`src/rtl/sram_axi_bridge_pkg.sv`:
```
// Shared types and constants for the SRAM-to-AXI3 bridge.
package sram_axi_bridge_pkg;

   typedef enum logic [1:0] {R_IDLE, R_ADDR, R_DATA} rd_state_t;
   typedef enum logic [1:0] {W_IDLE, W_ADDR, W_RESP} wr_state_t;

   localparam logic [3:0] DEF_INST_ID = 4'd0;
   localparam logic [3:0] DEF_DATA_ID = 4'd1;

   // Single-beat incrementing bursts, no lock/cache/protection attributes.
   localparam logic [7:0] AXI_LEN   = 8'd0;
   localparam logic [1:0] AXI_BURST = 2'b01;
   localparam logic [1:0] AXI_LOCK  = 2'b00;
   localparam logic [3:0] AXI_CACHE = 4'd0;
   localparam logic [2:0] AXI_PROT  = 3'd0;

   function automatic logic [2:0] axi_size(input logic [1:0] size);
      return {1'b0, size};
   endfunction

endpackage

```
`src/rtl/sram_axi_bridge_if.sv`:
```
// Core-side SRAM ports and AXI3 master channels of the bridge; master = bridge view.
interface sram_axi_bridge_if;
   logic        inst_sram_req;
   logic [1:0]  inst_sram_size;
   logic [31:0] inst_sram_addr;
   logic        inst_sram_addr_ok;
   logic        inst_sram_data_ok;
   logic [31:0] inst_sram_rdata;

   logic        data_sram_req;
   logic        data_sram_wr;
   logic [1:0]  data_sram_size;
   logic [3:0]  data_sram_wstrb;
   logic [31:0] data_sram_addr;
   logic [31:0] data_sram_wdata;
   logic        data_sram_addr_ok;
   logic        data_sram_data_ok;
   logic [31:0] data_sram_rdata;

   logic [3:0]  arid;
   logic [31:0] araddr;
   logic [7:0]  arlen;
   logic [2:0]  arsize;
   logic [1:0]  arburst;
   logic [1:0]  arlock;
   logic [3:0]  arcache;
   logic [2:0]  arprot;
   logic        arvalid;
   logic        arready;

   logic [3:0]  rid;
   logic [31:0] rdata;
   logic [1:0]  rresp;
   logic        rlast;
   logic        rvalid;
   logic        rready;

   logic [3:0]  awid;
   logic [31:0] awaddr;
   logic [7:0]  awlen;
   logic [2:0]  awsize;
   logic [1:0]  awburst;
   logic [1:0]  awlock;
   logic [3:0]  awcache;
   logic [2:0]  awprot;
   logic        awvalid;
   logic        awready;

   logic [3:0]  wid;
   logic [31:0] wdata;
   logic [3:0]  wstrb;
   logic        wlast;
   logic        wvalid;
   logic        wready;

   logic [3:0]  bid;
   logic [1:0]  bresp;
   logic        bvalid;
   logic        bready;

   modport master (
      input  inst_sram_req, inst_sram_size, inst_sram_addr,
      output inst_sram_addr_ok, inst_sram_data_ok, inst_sram_rdata,
      input  data_sram_req, data_sram_wr, data_sram_size, data_sram_wstrb,
      input  data_sram_addr, data_sram_wdata,
      output data_sram_addr_ok, data_sram_data_ok, data_sram_rdata,
      output arid, araddr, arlen, arsize, arburst, arlock, arcache, arprot, arvalid,
      input  arready,
      input  rid, rdata, rresp, rlast, rvalid,
      output rready,
      output awid, awaddr, awlen, awsize, awburst, awlock, awcache, awprot, awvalid,
      input  awready,
      output wid, wdata, wstrb, wlast, wvalid,
      input  wready,
      input  bid, bresp, bvalid,
      output bready
   );

   modport slave (
      output inst_sram_req, inst_sram_size, inst_sram_addr,
      input  inst_sram_addr_ok, inst_sram_data_ok, inst_sram_rdata,
      output data_sram_req, data_sram_wr, data_sram_size, data_sram_wstrb,
      output data_sram_addr, data_sram_wdata,
      input  data_sram_addr_ok, data_sram_data_ok, data_sram_rdata,
      input  arid, araddr, arlen, arsize, arburst, arlock, arcache, arprot, arvalid,
      output arready,
      output rid, rdata, rresp, rlast, rvalid,
      input  rready,
      input  awid, awaddr, awlen, awsize, awburst, awlock, awcache, awprot, awvalid,
      output awready,
      input  wid, wdata, wstrb, wlast, wvalid,
      output wready,
      output bid, bresp, bvalid,
      input  bready
   );
endinterface

```
`src/rtl/sram_axi_bridge_axi_wr_ctrl.sv`:
```
// Single-outstanding AXI write engine: latches one data-port store and drives AW/W/B.
module sram_axi_bridge_axi_wr_ctrl
   import sram_axi_bridge_pkg::*;
(
   input  logic        clk,
   input  logic        reset,
   input  logic        acc,
   input  logic [31:0] req_addr,
   input  logic [1:0]  req_size,
   input  logic [3:0]  req_wstrb,
   input  logic [31:0] req_wdata,
   output logic        idle,
   output logic        done,
   output logic [31:0] awaddr,
   output logic [2:0]  awsize,
   output logic        awvalid,
   input  logic        awready,
   output logic [31:0] wdata,
   output logic [3:0]  wstrb,
   output logic        wvalid,
   input  logic        wready,
   input  logic        bvalid,
   output logic        bready
);

   wr_state_t state, state_next;
   logic      aw_done, w_done;
   logic [1:0] size_q;

   always_ff @(posedge clk or posedge reset) begin
      if (reset) begin
         state   <= W_IDLE;
         aw_done <= 1'b0;
         w_done  <= 1'b0;
         awaddr  <= '0;
         size_q  <= '0;
         wdata   <= '0;
         wstrb   <= '0;
      end else begin
         state <= state_next;
         if (acc) begin
            aw_done <= 1'b0;
            w_done  <= 1'b0;
            awaddr  <= req_addr;
            size_q  <= req_size;
            wdata   <= req_wdata;
            wstrb   <= req_wstrb;
         end else if (state == W_ADDR) begin
            // AW and W complete independently; each valid drops after its own handshake.
            if (awready) aw_done <= 1'b1;
            if (wready)  w_done  <= 1'b1;
         end
      end
   end

   always_comb begin
      state_next = state;
      awvalid    = 1'b0;
      wvalid     = 1'b0;
      bready     = 1'b0;
      done       = 1'b0;
      case (state)
         W_IDLE: if (acc) state_next = W_ADDR;
         W_ADDR: begin
            awvalid = ~aw_done;
            wvalid  = ~w_done;
            if ((aw_done | awready) & (w_done | wready)) state_next = W_RESP;
         end
         W_RESP: begin
            bready = 1'b1;
            if (bvalid) begin
               done       = 1'b1;
               state_next = W_IDLE;
            end
         end
         default: state_next = W_IDLE;
      endcase
   end

   assign idle   = (state == W_IDLE);
   assign awsize = axi_size(size_q);

endmodule

```
`src/rtl/sram_axi_bridge.sv`:
```
// Bridges the core's instruction and data SRAM ports onto one AXI3 master (one read, one write in flight).
module sram_axi_bridge
   import sram_axi_bridge_pkg::*;
#(
   parameter logic [3:0] INST_ID = DEF_INST_ID,
   parameter logic [3:0] DATA_ID = DEF_DATA_ID
)(
   input logic               clk,
   input logic               reset,
   sram_axi_bridge_if.master bus
);

   rd_state_t   r_state, r_next;
   logic        r_owner_data;
   logic [31:0] r_addr;
   logic [1:0]  r_size;
   logic        d_rd_acc, d_wr_acc, i_acc, r_hit;
   logic        w_idle, w_done;
   logic        unused_axi;

   assign unused_axi = ^{bus.rid, bus.rresp, bus.rlast, bus.bid, bus.bresp};

   // Reads wait for an idle write path (RAW); writes wait out any data read so data_ok never collides.
   always_comb begin
      d_rd_acc = ~reset & bus.data_sram_req & ~bus.data_sram_wr & (r_state == R_IDLE) & w_idle;
      d_wr_acc = ~reset & bus.data_sram_req & bus.data_sram_wr & w_idle
                 & ~((r_state != R_IDLE) & r_owner_data);
      i_acc    = ~reset & bus.inst_sram_req & (r_state == R_IDLE) & ~d_rd_acc;
   end

   always_ff @(posedge clk or posedge reset) begin
      if (reset) begin
         r_state      <= R_IDLE;
         r_owner_data <= 1'b0;
         r_addr       <= '0;
         r_size       <= '0;
      end else begin
         r_state <= r_next;
         if (d_rd_acc | i_acc) begin
            r_owner_data <= d_rd_acc;
            r_addr       <= d_rd_acc ? bus.data_sram_addr : bus.inst_sram_addr;
            r_size       <= d_rd_acc ? bus.data_sram_size : bus.inst_sram_size;
         end
      end
   end

   always_comb begin
      r_next      = r_state;
      bus.arvalid = 1'b0;
      bus.rready  = 1'b0;
      r_hit       = 1'b0;
      case (r_state)
         R_IDLE: if (d_rd_acc | i_acc) r_next = R_ADDR;
         R_ADDR: begin
            bus.arvalid = 1'b1;
            if (bus.arready) r_next = R_DATA;
         end
         R_DATA: begin
            bus.rready = 1'b1;
            if (bus.rvalid) begin
               r_hit  = 1'b1;
               r_next = R_IDLE;
            end
         end
         default: r_next = R_IDLE;
      endcase
   end

   assign bus.inst_sram_addr_ok = i_acc;
   assign bus.data_sram_addr_ok = d_rd_acc | d_wr_acc;
   assign bus.inst_sram_data_ok = r_hit & ~r_owner_data;
   assign bus.data_sram_data_ok = (r_hit & r_owner_data) | w_done;
   assign bus.inst_sram_rdata   = bus.rdata;
   assign bus.data_sram_rdata   = bus.rdata;

   assign bus.arid    = r_owner_data ? DATA_ID : INST_ID;
   assign bus.araddr  = r_addr;
   assign bus.arsize  = axi_size(r_size);
   assign bus.arlen   = AXI_LEN;
   assign bus.arburst = AXI_BURST;
   assign bus.arlock  = AXI_LOCK;
   assign bus.arcache = AXI_CACHE;
   assign bus.arprot  = AXI_PROT;

   assign bus.awid    = DATA_ID;
   assign bus.wid     = DATA_ID;
   assign bus.wlast   = 1'b1;
   assign bus.awlen   = AXI_LEN;
   assign bus.awburst = AXI_BURST;
   assign bus.awlock  = AXI_LOCK;
   assign bus.awcache = AXI_CACHE;
   assign bus.awprot  = AXI_PROT;

   sram_axi_bridge_axi_wr_ctrl u_wr (
      .clk       (clk),
      .reset     (reset),
      .acc       (d_wr_acc),
      .req_addr  (bus.data_sram_addr),
      .req_size  (bus.data_sram_size),
      .req_wstrb (bus.data_sram_wstrb),
      .req_wdata (bus.data_sram_wdata),
      .idle      (w_idle),
      .done      (w_done),
      .awaddr    (bus.awaddr),
      .awsize    (bus.awsize),
      .awvalid   (bus.awvalid),
      .awready   (bus.awready),
      .wdata     (bus.wdata),
      .wstrb     (bus.wstrb),
      .wvalid    (bus.wvalid),
      .wready    (bus.wready),
      .bvalid    (bus.bvalid),
      .bready    (bus.bready)
   );

endmodule

```
`src/flat_wrapper.sv`:
```
// flat-port wrapper written by rule: the top's interface ports become plain ports
module sram_axi_bridge_flat import sram_axi_bridge_pkg::*;
#(
   parameter logic [3:0] INST_ID = DEF_INST_ID,
   parameter logic [3:0] DATA_ID = DEF_DATA_ID
)
  (clk, reset, bus_inst_sram_req, bus_inst_sram_size, bus_inst_sram_addr, bus_inst_sram_addr_ok, bus_inst_sram_data_ok, bus_inst_sram_rdata, bus_data_sram_req, bus_data_sram_wr, bus_data_sram_size, bus_data_sram_wstrb, bus_data_sram_addr, bus_data_sram_wdata, bus_data_sram_addr_ok, bus_data_sram_data_ok, bus_data_sram_rdata, bus_arid, bus_araddr, bus_arlen, bus_arsize, bus_arburst, bus_arlock, bus_arcache, bus_arprot, bus_arvalid, bus_arready, bus_rid, bus_rdata, bus_rresp, bus_rlast, bus_rvalid, bus_rready, bus_awid, bus_awaddr, bus_awlen, bus_awsize, bus_awburst, bus_awlock, bus_awcache, bus_awprot, bus_awvalid, bus_awready, bus_wid, bus_wdata, bus_wstrb, bus_wlast, bus_wvalid, bus_wready, bus_bid, bus_bresp, bus_bvalid, bus_bready);
  sram_axi_bridge_if bus_i ();
  input logic clk;
  input logic reset;
  input wire logic [$bits(bus_i.inst_sram_req)-1:0] bus_inst_sram_req;
  input wire logic [$bits(bus_i.inst_sram_size)-1:0] bus_inst_sram_size;
  input wire logic [$bits(bus_i.inst_sram_addr)-1:0] bus_inst_sram_addr;
  output wire logic [$bits(bus_i.inst_sram_addr_ok)-1:0] bus_inst_sram_addr_ok;
  output wire logic [$bits(bus_i.inst_sram_data_ok)-1:0] bus_inst_sram_data_ok;
  output wire logic [$bits(bus_i.inst_sram_rdata)-1:0] bus_inst_sram_rdata;
  input wire logic [$bits(bus_i.data_sram_req)-1:0] bus_data_sram_req;
  input wire logic [$bits(bus_i.data_sram_wr)-1:0] bus_data_sram_wr;
  input wire logic [$bits(bus_i.data_sram_size)-1:0] bus_data_sram_size;
  input wire logic [$bits(bus_i.data_sram_wstrb)-1:0] bus_data_sram_wstrb;
  input wire logic [$bits(bus_i.data_sram_addr)-1:0] bus_data_sram_addr;
  input wire logic [$bits(bus_i.data_sram_wdata)-1:0] bus_data_sram_wdata;
  output wire logic [$bits(bus_i.data_sram_addr_ok)-1:0] bus_data_sram_addr_ok;
  output wire logic [$bits(bus_i.data_sram_data_ok)-1:0] bus_data_sram_data_ok;
  output wire logic [$bits(bus_i.data_sram_rdata)-1:0] bus_data_sram_rdata;
  output wire logic [$bits(bus_i.arid)-1:0] bus_arid;
  output wire logic [$bits(bus_i.araddr)-1:0] bus_araddr;
  output wire logic [$bits(bus_i.arlen)-1:0] bus_arlen;
  output wire logic [$bits(bus_i.arsize)-1:0] bus_arsize;
  output wire logic [$bits(bus_i.arburst)-1:0] bus_arburst;
  output wire logic [$bits(bus_i.arlock)-1:0] bus_arlock;
  output wire logic [$bits(bus_i.arcache)-1:0] bus_arcache;
  output wire logic [$bits(bus_i.arprot)-1:0] bus_arprot;
  output wire logic [$bits(bus_i.arvalid)-1:0] bus_arvalid;
  input wire logic [$bits(bus_i.arready)-1:0] bus_arready;
  input wire logic [$bits(bus_i.rid)-1:0] bus_rid;
  input wire logic [$bits(bus_i.rdata)-1:0] bus_rdata;
  input wire logic [$bits(bus_i.rresp)-1:0] bus_rresp;
  input wire logic [$bits(bus_i.rlast)-1:0] bus_rlast;
  input wire logic [$bits(bus_i.rvalid)-1:0] bus_rvalid;
  output wire logic [$bits(bus_i.rready)-1:0] bus_rready;
  output wire logic [$bits(bus_i.awid)-1:0] bus_awid;
  output wire logic [$bits(bus_i.awaddr)-1:0] bus_awaddr;
  output wire logic [$bits(bus_i.awlen)-1:0] bus_awlen;
  output wire logic [$bits(bus_i.awsize)-1:0] bus_awsize;
  output wire logic [$bits(bus_i.awburst)-1:0] bus_awburst;
  output wire logic [$bits(bus_i.awlock)-1:0] bus_awlock;
  output wire logic [$bits(bus_i.awcache)-1:0] bus_awcache;
  output wire logic [$bits(bus_i.awprot)-1:0] bus_awprot;
  output wire logic [$bits(bus_i.awvalid)-1:0] bus_awvalid;
  input wire logic [$bits(bus_i.awready)-1:0] bus_awready;
  output wire logic [$bits(bus_i.wid)-1:0] bus_wid;
  output wire logic [$bits(bus_i.wdata)-1:0] bus_wdata;
  output wire logic [$bits(bus_i.wstrb)-1:0] bus_wstrb;
  output wire logic [$bits(bus_i.wlast)-1:0] bus_wlast;
  output wire logic [$bits(bus_i.wvalid)-1:0] bus_wvalid;
  input wire logic [$bits(bus_i.wready)-1:0] bus_wready;
  input wire logic [$bits(bus_i.bid)-1:0] bus_bid;
  input wire logic [$bits(bus_i.bresp)-1:0] bus_bresp;
  input wire logic [$bits(bus_i.bvalid)-1:0] bus_bvalid;
  output wire logic [$bits(bus_i.bready)-1:0] bus_bready;
  assign bus_i.inst_sram_req = bus_inst_sram_req;
  assign bus_i.inst_sram_size = bus_inst_sram_size;
  assign bus_i.inst_sram_addr = bus_inst_sram_addr;
  assign bus_inst_sram_addr_ok = bus_i.inst_sram_addr_ok;
  assign bus_inst_sram_data_ok = bus_i.inst_sram_data_ok;
  assign bus_inst_sram_rdata = bus_i.inst_sram_rdata;
  assign bus_i.data_sram_req = bus_data_sram_req;
  assign bus_i.data_sram_wr = bus_data_sram_wr;
  assign bus_i.data_sram_size = bus_data_sram_size;
  assign bus_i.data_sram_wstrb = bus_data_sram_wstrb;
  assign bus_i.data_sram_addr = bus_data_sram_addr;
  assign bus_i.data_sram_wdata = bus_data_sram_wdata;
  assign bus_data_sram_addr_ok = bus_i.data_sram_addr_ok;
  assign bus_data_sram_data_ok = bus_i.data_sram_data_ok;
  assign bus_data_sram_rdata = bus_i.data_sram_rdata;
  assign bus_arid = bus_i.arid;
  assign bus_araddr = bus_i.araddr;
  assign bus_arlen = bus_i.arlen;
  assign bus_arsize = bus_i.arsize;
  assign bus_arburst = bus_i.arburst;
  assign bus_arlock = bus_i.arlock;
  assign bus_arcache = bus_i.arcache;
  assign bus_arprot = bus_i.arprot;
  assign bus_arvalid = bus_i.arvalid;
  assign bus_i.arready = bus_arready;
  assign bus_i.rid = bus_rid;
  assign bus_i.rdata = bus_rdata;
  assign bus_i.rresp = bus_rresp;
  assign bus_i.rlast = bus_rlast;
  assign bus_i.rvalid = bus_rvalid;
  assign bus_rready = bus_i.rready;
  assign bus_awid = bus_i.awid;
  assign bus_awaddr = bus_i.awaddr;
  assign bus_awlen = bus_i.awlen;
  assign bus_awsize = bus_i.awsize;
  assign bus_awburst = bus_i.awburst;
  assign bus_awlock = bus_i.awlock;
  assign bus_awcache = bus_i.awcache;
  assign bus_awprot = bus_i.awprot;
  assign bus_awvalid = bus_i.awvalid;
  assign bus_i.awready = bus_awready;
  assign bus_wid = bus_i.wid;
  assign bus_wdata = bus_i.wdata;
  assign bus_wstrb = bus_i.wstrb;
  assign bus_wlast = bus_i.wlast;
  assign bus_wvalid = bus_i.wvalid;
  assign bus_i.wready = bus_wready;
  assign bus_i.bid = bus_bid;
  assign bus_i.bresp = bus_bresp;
  assign bus_i.bvalid = bus_bvalid;
  assign bus_bready = bus_i.bready;
  sram_axi_bridge #(.INST_ID(INST_ID), .DATA_ID(DATA_ID)) u_core (.clk(clk), .reset(reset), .bus(bus_i));
endmodule
```
`config.mk`:
```
export PLATFORM = sky130hd
export DESIGN_NAME = sram_axi_bridge_flat
export DESIGN_NICKNAME = d
export VERILOG_FILES = /design/src/rtl/sram_axi_bridge_pkg.sv /design/src/rtl/sram_axi_bridge_if.sv /design/src/rtl/sram_axi_bridge_axi_wr_ctrl.sv /design/src/rtl/sram_axi_bridge.sv /design/src/flat_wrapper.sv
export SDC_FILE = /design/constraint.sdc
export NUM_CORES = 1
export LEC_CHECK = 0
export BUFFER_PORTS_ARGS = -buffer_cell sky130_fd_sc_hd__buf_2
export CORE_AREA = 2 2 149 151
export CTS_BUF_LIST = sky130_fd_sc_hd__clkbuf_4 sky130_fd_sc_hd__clkbuf_8
export DETAILED_ROUTE_END_ITERATION = 10
export DIE_AREA = 0 0 151 153
export GPL_TIMING_DRIVEN = 0
export SETUP_SLACK_MARGIN = 0.3
export SYNTH_ARGS = -nofsm -noshare
export SYNTH_HDL_FRONTEND = slang
export SYNTH_HIERARCHICAL = 1
export SYNTH_SLANG_ARGS = --single-unit
```
`constraint.sdc`:
```
create_clock -name clk -period 2.05 [get_ports clk]
set_input_delay 0.1025 -clock clk [delete_from_list [all_inputs] [get_ports clk]]
set_output_delay 0.1025 -clock clk [all_outputs]
set_load 0.02 [all_outputs]
```
==> results of run 1 <==
==> placed cells by master, fill, tap and decap left out, types with 2 or more instances in the layout <==
| master | netlist | routed |
|---|---|---|
| buf_8 | 0 | 3 |
| clkbuf_8 | 0 | 10 |
| mux2i_1 | 33 | 33 |
| inv_1 | 8 | 6 |
| nand2b_1 | 2 | 2 |
| inv_6 | 0 | 2 |
| nand3b_1 | 2 | 2 |
| conb_1 | 3 | 52 |
| buf_2 | 6 | 289 |
| clkbuf_16 | 0 | 8 |
| a22o_1 | 2 | 2 |
| dfrtp_1 | 111 | 107 |
| dlygate4sd3_1 | 0 | 108 |
| mux2_2 | 3 | 3 |
| o21ai_0 | 18 | 12 |
| mux2_4 | 67 | 67 |
| buf_4 | 117 | 141 |
| nor2_4 | 0 | 4 |
| nand3_1 | 34 | 33 |
| o21ai_1 | 17 | 22 |
| dfrtp_2 | 0 | 4 |
| nor2b_4 | 0 | 2 |
| a21oi_1 | 4 | 4 |
| nor2_1 | 9 | 5 |
| clkinvlp_4 | 0 | 2 |
| buf_6 | 11 | 9 |
| buf_12 | 0 | 16 |
==> power groups by stage <==
stage / combinational, W / clock [W] / sequential, W
floorplan: 0.00250 / 0 / 0.00521
global placement: 0.00566 / 0 / 0.00394
detailed placement: 0.00571 / 0 / 0.00396
CTS: 0.00617 / 0.00156 / 0.00393
global route: 0.00694 / 0.00164 / 0.00406
finish: 0.00658 / 0.00148 / 0.00394
==> what timing repair did <==
item,4_1_cts,5_1_grt
setup endpoints to repair,110,94
hold buffers,110,0
gates cloned,3,8
resized for setup,34,57
pin swaps,4,4
hold endpoints to repair,161,0
setup buffers,14,11
==> path summary, 6_finish.rpt <==
check	from	to	slack [ns]	cells after the start
min in group asynchronous	reset	u_core/r_owner_data$_DFFE_PP0P_	0.10	4
hold / removal	bus_inst_sram_addr[26]	u_core/bus.araddr[26]$_DFFE_PP0P_	0.01	3
hold reg to reg	u_core/u_wr/size_q[0]$_DFFE_PP0P_	u_core/u_wr/size_q[0]$_DFFE_PP0P_	0.52	1
setup / recovery	u_core/r_state[1]$_DFFE_PP0P_	bus_inst_sram_addr_ok	0.17	5
setup reg to reg	u_core/r_state[1]$_DFFE_PP0P_	u_core/bus.araddr[14]$_DFFE_PP0P_	0.26	9
max in group asynchronous	reset	u_core/bus.araddr[10]$_DFFE_PP0P_	0.88	3
==> state kept, by name, indices dropped and copies added (netlist names) <==
| register | count |
|---|---|
| u_core/bus.araddr | 32 |
| u_core/r_owner_data | 1 |
| u_core/r_size | 2 |
| u_core/r_state | 2 |
| u_core/u_wr/aw_done | 1 |
| u_core/u_wr/awaddr | 32 |
| u_core/u_wr/size_q | 2 |
| u_core/u_wr/state | 2 |
| u_core/u_wr/w_done | 1 |
| u_core/u_wr/wdata | 32 |
| u_core/u_wr/wstrb | 4 |
==> area by class of cell <==
class | count | area share
Timing Repair Buffer | 437 | 0.311
Sequential cell | 111 | 0.281
Multi-Input combinational cell | 258 | 0.223
Buffer | 141 | 0.123
Tap cell | 280 | 0.0354
Clock buffer | 10 | 0.0139
Clock inverter | 6 | 0.00846
Inverter | 8 | 0.00379
Timing Repair inverter | 1 | 0.000505
==> through the flow <==
| stage | TNS (ns) | worst slack [ns] | cell area, µm² | utilization |
|---|---|---|---|---|
| 6_report | 0 | 0.167 | 9910 | 0.461 |
| 5_1_grt | 0 | 0.105 | 9910 | 0.461 |
| 3_5_place_dp | -34.56 | -0.504 | 7830 | 0.365 |
| 2_1_floorplan | 0 | 0.336 | 6010 | - |
| 4_1_cts | 0 | 0.159 | 9410 | 0.438 |
| 3_3_place_gp | -29.39 | -0.449 | 7810 | 0.364 |
==> metal layers <==
layer	wire length, µm	GRT usage	vias to the layer above
li1	-	-	2428
met1	8010	0.185	2366
met2	10000	0.283	234
met3	1080	0.0260	34
met4	493	0.0694	0
met5	0	0	-
==> cells in the mapped netlist, types with 4 or more instances <==
library cell | number | area (µm²)
buf_4 | 117 | 878
dfrtp_1 | 111 | 2780
mux2_4 | 67 | 1010
nand3_1 | 34 | 170
mux2i_1 | 33 | 330
o21ai_0 | 18 | 90.1
o21ai_1 | 17 | 85.1
buf_6 | 11 | 124
nor2_1 | 9 | 33.8
inv_1 | 8 | 30.0
buf_2 | 6 | 30.0
a21oi_1 | 4 | 20.0
clkbuf_1 | 4 | 15.0
==> critical path: stages (launching register included) <==
cell and delay, ns:
dfrtp_2 0.44, or4b_4 0.52, buf_6 0.13, buf_6 0.11
nor2_4 0.07, buf_6 0.12
==> cells by family after synthesis <==
family,count (synthesis)
buffers and inverters,149
AOI/OAI and AO/OA,46
and+or+nand+nor,57
DFF,111
muxes,103
other,3
==> reports/metrics.csv, run 1 <==
stage;metric;value;unit
power;intPower;0.00704;W
power;p_sw;0.00496;W
clock_network;h-tree-depth;3;
logic_synthesis;ys_ff_latch;111;
detailed_routing;first_pass_iters;4;
placement;numPortBuffers;291;
power;p_sw_frac;0.413;
finish;multi_input_area;0.00221;mm²
global_route;grt_overflow;0;
logic_synthesis;synthMuxAreaShare;0.236;
power;p_leak;5.15;nW
setup_path;start_kind;flop;
min_path;hp-class;in2reg;
logic_synthesis;synth_fa_ha_area_frac;0;
power;fin_total_pwr;0.0120;W
power;max-vdd-ir-drop;0.448;mV
finish;fin_cells;1252;
timing;tightest_slew;1.20;ns
die;core-area;0.0215;mm²
clock_network;insertion_delay;0.40;ns
logic_synthesis;async_flop_share;1.00;
logic_synthesis;synth_edf_count;0;
detailed_routing;viasPerCell;4.04;
power;power.density;1210;mW/mm²
finish;final_layout_size_suffix_gt1_frac;0.591;
logic_synthesis;synth_compound_area_frac;0.0445;
global_route;antenna_found_initial;0;
power;power_frac_clock;0.123;
clock_network;root_buffer;clkbuf_8;
logic_synthesis;synth_cells;469;
timing;period_needed;1.88;ns
detailed_routing;drcViolationCount;0;
timing;setup_viol;0;
setup_path;path_class;reg2out;
timing;hold_viol_final;0;
die;dieWidth;151;µm
clock_network;cts_tree;built;
finish;ff_latch_area;0.00278;mm²
power;comb_power_share;0.549;
finish;fill_cells;1950;
status;outcome;completed;
global_route;grt_pass1_wl;27.8;mm
clock_network;clock_path_buffers;2;
setup_path;cp_max_fo;3;
timing;max-slew-margin-rel;0.192;
logic_synthesis;synthesis.area;0.00581;mm²
finish;diodes;0;
logic_synthesis;synth-simple-area-share;0.0529;
die;die_y;153;µm
detailed_routing;wl_per_cell;15.7;µm
detailed_routing;antenna_left;0;
power;power.share.sequential;0.328;
timing;fin_skew;0.0289;ns
logic_synthesis;synth_cell_types;31;
die;num_rows;54;
die;num_io_pins;389;
logic_synthesis;synth-xor-area-share;0;
clock_network;numCtsBuffers;9;
global_route;grt_max_degree;41;
global_route;grt_usage;0.158;
timing;fin_crit_sh;0.919;
timing;rsz0062_at_grt;true;
finish;nNetsFinal;1126;
placement;dp.cells;1090;
detailed_routing;drt_iter0_markers;161;
finish;area_growth;70.4;%
timing;finalMaxSlewViolations;0;
placement;hpwlAfterDp;12.9;mm
placement;gp_congestion;0.755;
logic_synthesis;yosysWarnings;6;
timing;hold_slack;0.0124;ns
logic_synthesis;seq_area_frac_synth;0.478;
clock_network;clock_sinks;111;
clock_network;clkTransAtPathRegs;0.12;ns
timing;fmaxAchievable;531;MHz
logic_synthesis;avgSynthCellArea;12.4;µm²
detailed_routing;totalWireLength;19.6;mm
setup_path;crit_path_end_kind;output port;
setup_path;crit_arrival;1.78;ns
logic_synthesis;synth_flop_cell;dfrtp_1;
die;start_util;0.271;
global_route;grt_pass1_vias;5213;
logic_synthesis;synth_top_family_by_area;multiplexers;
flow_run;drv_cap;0;
setup_path;required;1.95;ns
die;die_area;0.0231;mm²
detailed_routing;vias;5062;
Power figures use the tool's default switching activity.
==> run 2: changes to the inputs <==
--- a/config.mk
+++ b/config.mk
@@ -5,12 +5,15 @@
 export SDC_FILE = /design/constraint.sdc
 export NUM_CORES = 1
 export LEC_CHECK = 0
-export BUFFER_PORTS_ARGS = -buffer_cell sky130_fd_sc_hd__buf_2
-export CORE_AREA = 2 2 149 151
+export CELL_PAD_IN_SITES_DETAIL_PLACEMENT = 1
+export CELL_PAD_IN_SITES_GLOBAL_PLACEMENT = 2
+export CORE_AREA = 2 2 151 153
 export CTS_BUF_LIST = sky130_fd_sc_hd__clkbuf_4 sky130_fd_sc_hd__clkbuf_8
 export DETAILED_ROUTE_END_ITERATION = 10
-export DIE_AREA = 0 0 151 153
+export DIE_AREA = 0 0 153 155
+export DONT_BUFFER_PORTS = 1
 export GPL_TIMING_DRIVEN = 0
+export PLACE_DENSITY_LB_ADDON = 0.1
 export SETUP_SLACK_MARGIN = 0.3
 export SYNTH_ARGS = -nofsm -noshare
 export SYNTH_HDL_FRONTEND = slang
==> run 2 against run 1 <==
- clock power is 3% higher
- setup slack better by 0.028 ns
- sequential share of layout area is 5.5 points higher
- combinational power is 46% lower
- power is 11% lower
- sequential power is 41% higher
- cell area is 16% lower
- critical path depth is 1 lower
- critical path type unchanged
- highest routed layer unchanged
==> reports/metrics.csv, run 2 (synthesized netlist as in run 1, its figures left out) <==
stage;metric;value;unit
detailed_routing;totalWireLength;19.1;mm
global_route;antenna_found_initial;0;
flow_run;drv_cap;0;
clock_network;cts_tree;built;
setup_path;required;1.95;ns
detailed_routing;drcViolationCount;0;
min_path;hold_depth;4;
die;die_y;155;µm
clock_network;insertion_delay;0.40;ns
power;p_sw_frac;0.431;
placement;gp_congestion;0.691;
timing;hold_viol_final;0;
placement;numPortBuffers;0;
timing;finalMaxSlewViolations;0;
setup_path;slowest_delay;0.47;ns
min_path;hp-class;in2reg;
clock_network;clkTransAtPathRegs;0.11;ns
finish;ff_latch_area;0.00278;mm²
detailed_routing;antenna_left;0;
setup_path;slowest_stage;or4b_1;
finish;area_growth;42.3;%
setup_path;r2r_setup_slack;0.23;ns
timing;tightest_slew;1.10;ns
power;max-vdd-ir-drop;0.368;mV
finish;diodes;0;
setup_path;crit_arrival;1.75;ns
finish;nNetsFinal;826;
finish;final_cell_area;0.00827;mm²
detailed_routing;drt_iter0_markers;103;
global_route;grt_overflow;0;
setup_path;ff2ff_path_depth;8;
setup_path;path_class;reg2out;
timing;hold_slack;0.0287;ns
min_path;holdPathEnd;u_core/r_size[1]$_DFFE_PP0P_;
timing;max-slew-margin-rel;0.261;
power;power.share.sequential;0.520;
global_route;grt_max_degree;36;
clock_network;clock_path_buffers;2;
status;outcome;completed;
global_route;grt_pass1_vias;4525;
finish;mostFrequentLayoutCell;buf_4;
timing;fin_crit_sh;0.905;
detailed_routing;first_pass_iters;4;
clock_network;numCtsBuffers;9;
power;p_sw;0.00459;W
global_route;grt_usage;0.148;
timing;fmaxAchievable;539;MHz
timing;setup_slack;0.195;ns
placement;place_area;0.00640;mm²
die;start_util;0.262;
clock_network;root_buffer;clkbuf_8;
setup_path;r2r-end;u_core/u_wr/size_q[0]$_DFFE_PP0P_;
finish;utilization;0.372;
placement;hpwlAfterDp;12.9;mm
global_route;grt_pass1_wl;27.1;mm
setup_path;path_delay_family;simple AND/OR/NAND/NOR gates;
power;p_leak;3.89;nW
timing;fin_skew;0.0149;ns
die;dieWidth;153;µm
finish;final_cell_mix;132 x buf_4, 110 x dlygate4sd3_1, 108 x dfrtp_1;
finish;fill_cells;2410;
placement;dp_slack;-0.252;ns
detailed_routing;viasPerCell;4.31;
clock_network;clock_sinks;111;
power;comb_power_share;0.336;
die;num_rows;55;
min_path;hold_start;bus_data_sram_wr;
clock_network;h-tree-depth;3;
timing;rsz0062_at_grt;true;
setup_path;worstPathCellList;or4b_1 > clkbuf_2 > buf_6 > nor2_4;
timing;setup_tns;0;ns
setup_path;r2r-start;u_core/r_state[0]$_DFFE_PP0P_;
detailed_routing;wl_per_cell;20.0;µm
detailed_routing;vias;4125;
setup_path;cp.buffers_inverters;2;
setup_path;start_kind;flop;
setup_path;cp_max_fo;5;
setup_path;crit_path_end_kind;output port;
die;die_area;0.0237;mm²
power;power_frac_clock;0.143;
timing;period_needed;1.86;ns
power;intPower;0.00606;W
finish;multi_input_area;0.00219;mm²
power;power.density;1290;mW/mm²
timing;setup_viol;0;
finish;final_layout_size_suffix_gt1_frac;0.405;
die;core-area;0.0222;mm²
die;num_io_pins;389;
-- run 2: layout make-up --
type	count	area share
Clock buffer	10	0.0166
Multi-Input combinational cell	258	0.265
Timing Repair Buffer	137	0.182
Buffer	141	0.143
Clock inverter	5	0.00983
Inverter	8	0.00454
Sequential cell	111	0.336
Tap cell	285	0.0431
Timing Repair inverter	1	0.000605
-- run 2: power by group through the flow --
stage / registers (W) / logic [W] / clock network (W)
5_1_grt: 0.00570 / 0.00387 / 0.00169
2_1_floorplan: 0.00521 / 0.00250 / 0
3_5_place_dp: 0.00559 / 0.00298 / 0
4_1_cts: 0.00558 / 0.00332 / 0.00159
3_3_place_gp: 0.00561 / 0.00289 / 0
6_report: 0.00554 / 0.00358 / 0.00153
-- run 2: worst max path at each step --
stage                                              end  slack (ns)  cells after the start                           from
finish                           bus_inst_sram_addr_ok        0.19                      4  u_core/r_state[0]$_DFFE_PP0P_
floorplan            u_core/u_wr/awaddr[0]$_DFFE_PP0P_        0.34                      6  u_core/r_state[1]$_DFFE_PP0P_
global route                     bus_inst_sram_addr_ok        0.14                      4  u_core/r_state[0]$_DFFE_PP0P_
detailed placement  u_core/u_wr/awaddr[20]$_DFFE_PP0P_       -0.25                      6  u_core/r_state[1]$_DFFE_PP0P_
global placement    u_core/u_wr/awaddr[23]$_DFFE_PP0P_       -0.26                      6  u_core/r_state[1]$_DFFE_PP0P_
CTS                              bus_inst_sram_addr_ok        0.18                      4  u_core/r_state[0]$_DFFE_PP0P_
-- run 2: tightest hold or removal path: cells and delay by family --
| family | cells | cell delay (ns) |
|---|---|---|
| AOI/OAI and AO/OA | 1 | 0.05 |
| buffers and inverters | 1 | 0.15 |
| and+or+nand+nor | 2 | 0.10 |
-- run 2: repair_timing --
item	4_1_cts	5_1_grt
gates resized for setup	28	39
gates cloned	1	9
pin swaps	3	5
endpoints found under the hold margin	186	0
buffers inserted	8	7
setup endpoints to repair	112	109
hold buffers	111	0
-- run 2: layer usage --
layer,GRT usage,share of wire
met5,0,0
met1,0.170,0.39
met3,0.0446,0.076
met4,0.0454,0.016
met2,0.266,0.52
-- run 2: through the flow --
| step | total power, W | cells |
|---|---|---|
| after detailed placement | 0.00858 | 805 |
| after global placement | 0.00849 | 803 |
| final | 0.0106 | 956 |
| after global routing | 0.0113 | 956 |
| after floorplan | 0.00771 | 518 |
| after CTS | 0.0105 | 940 |
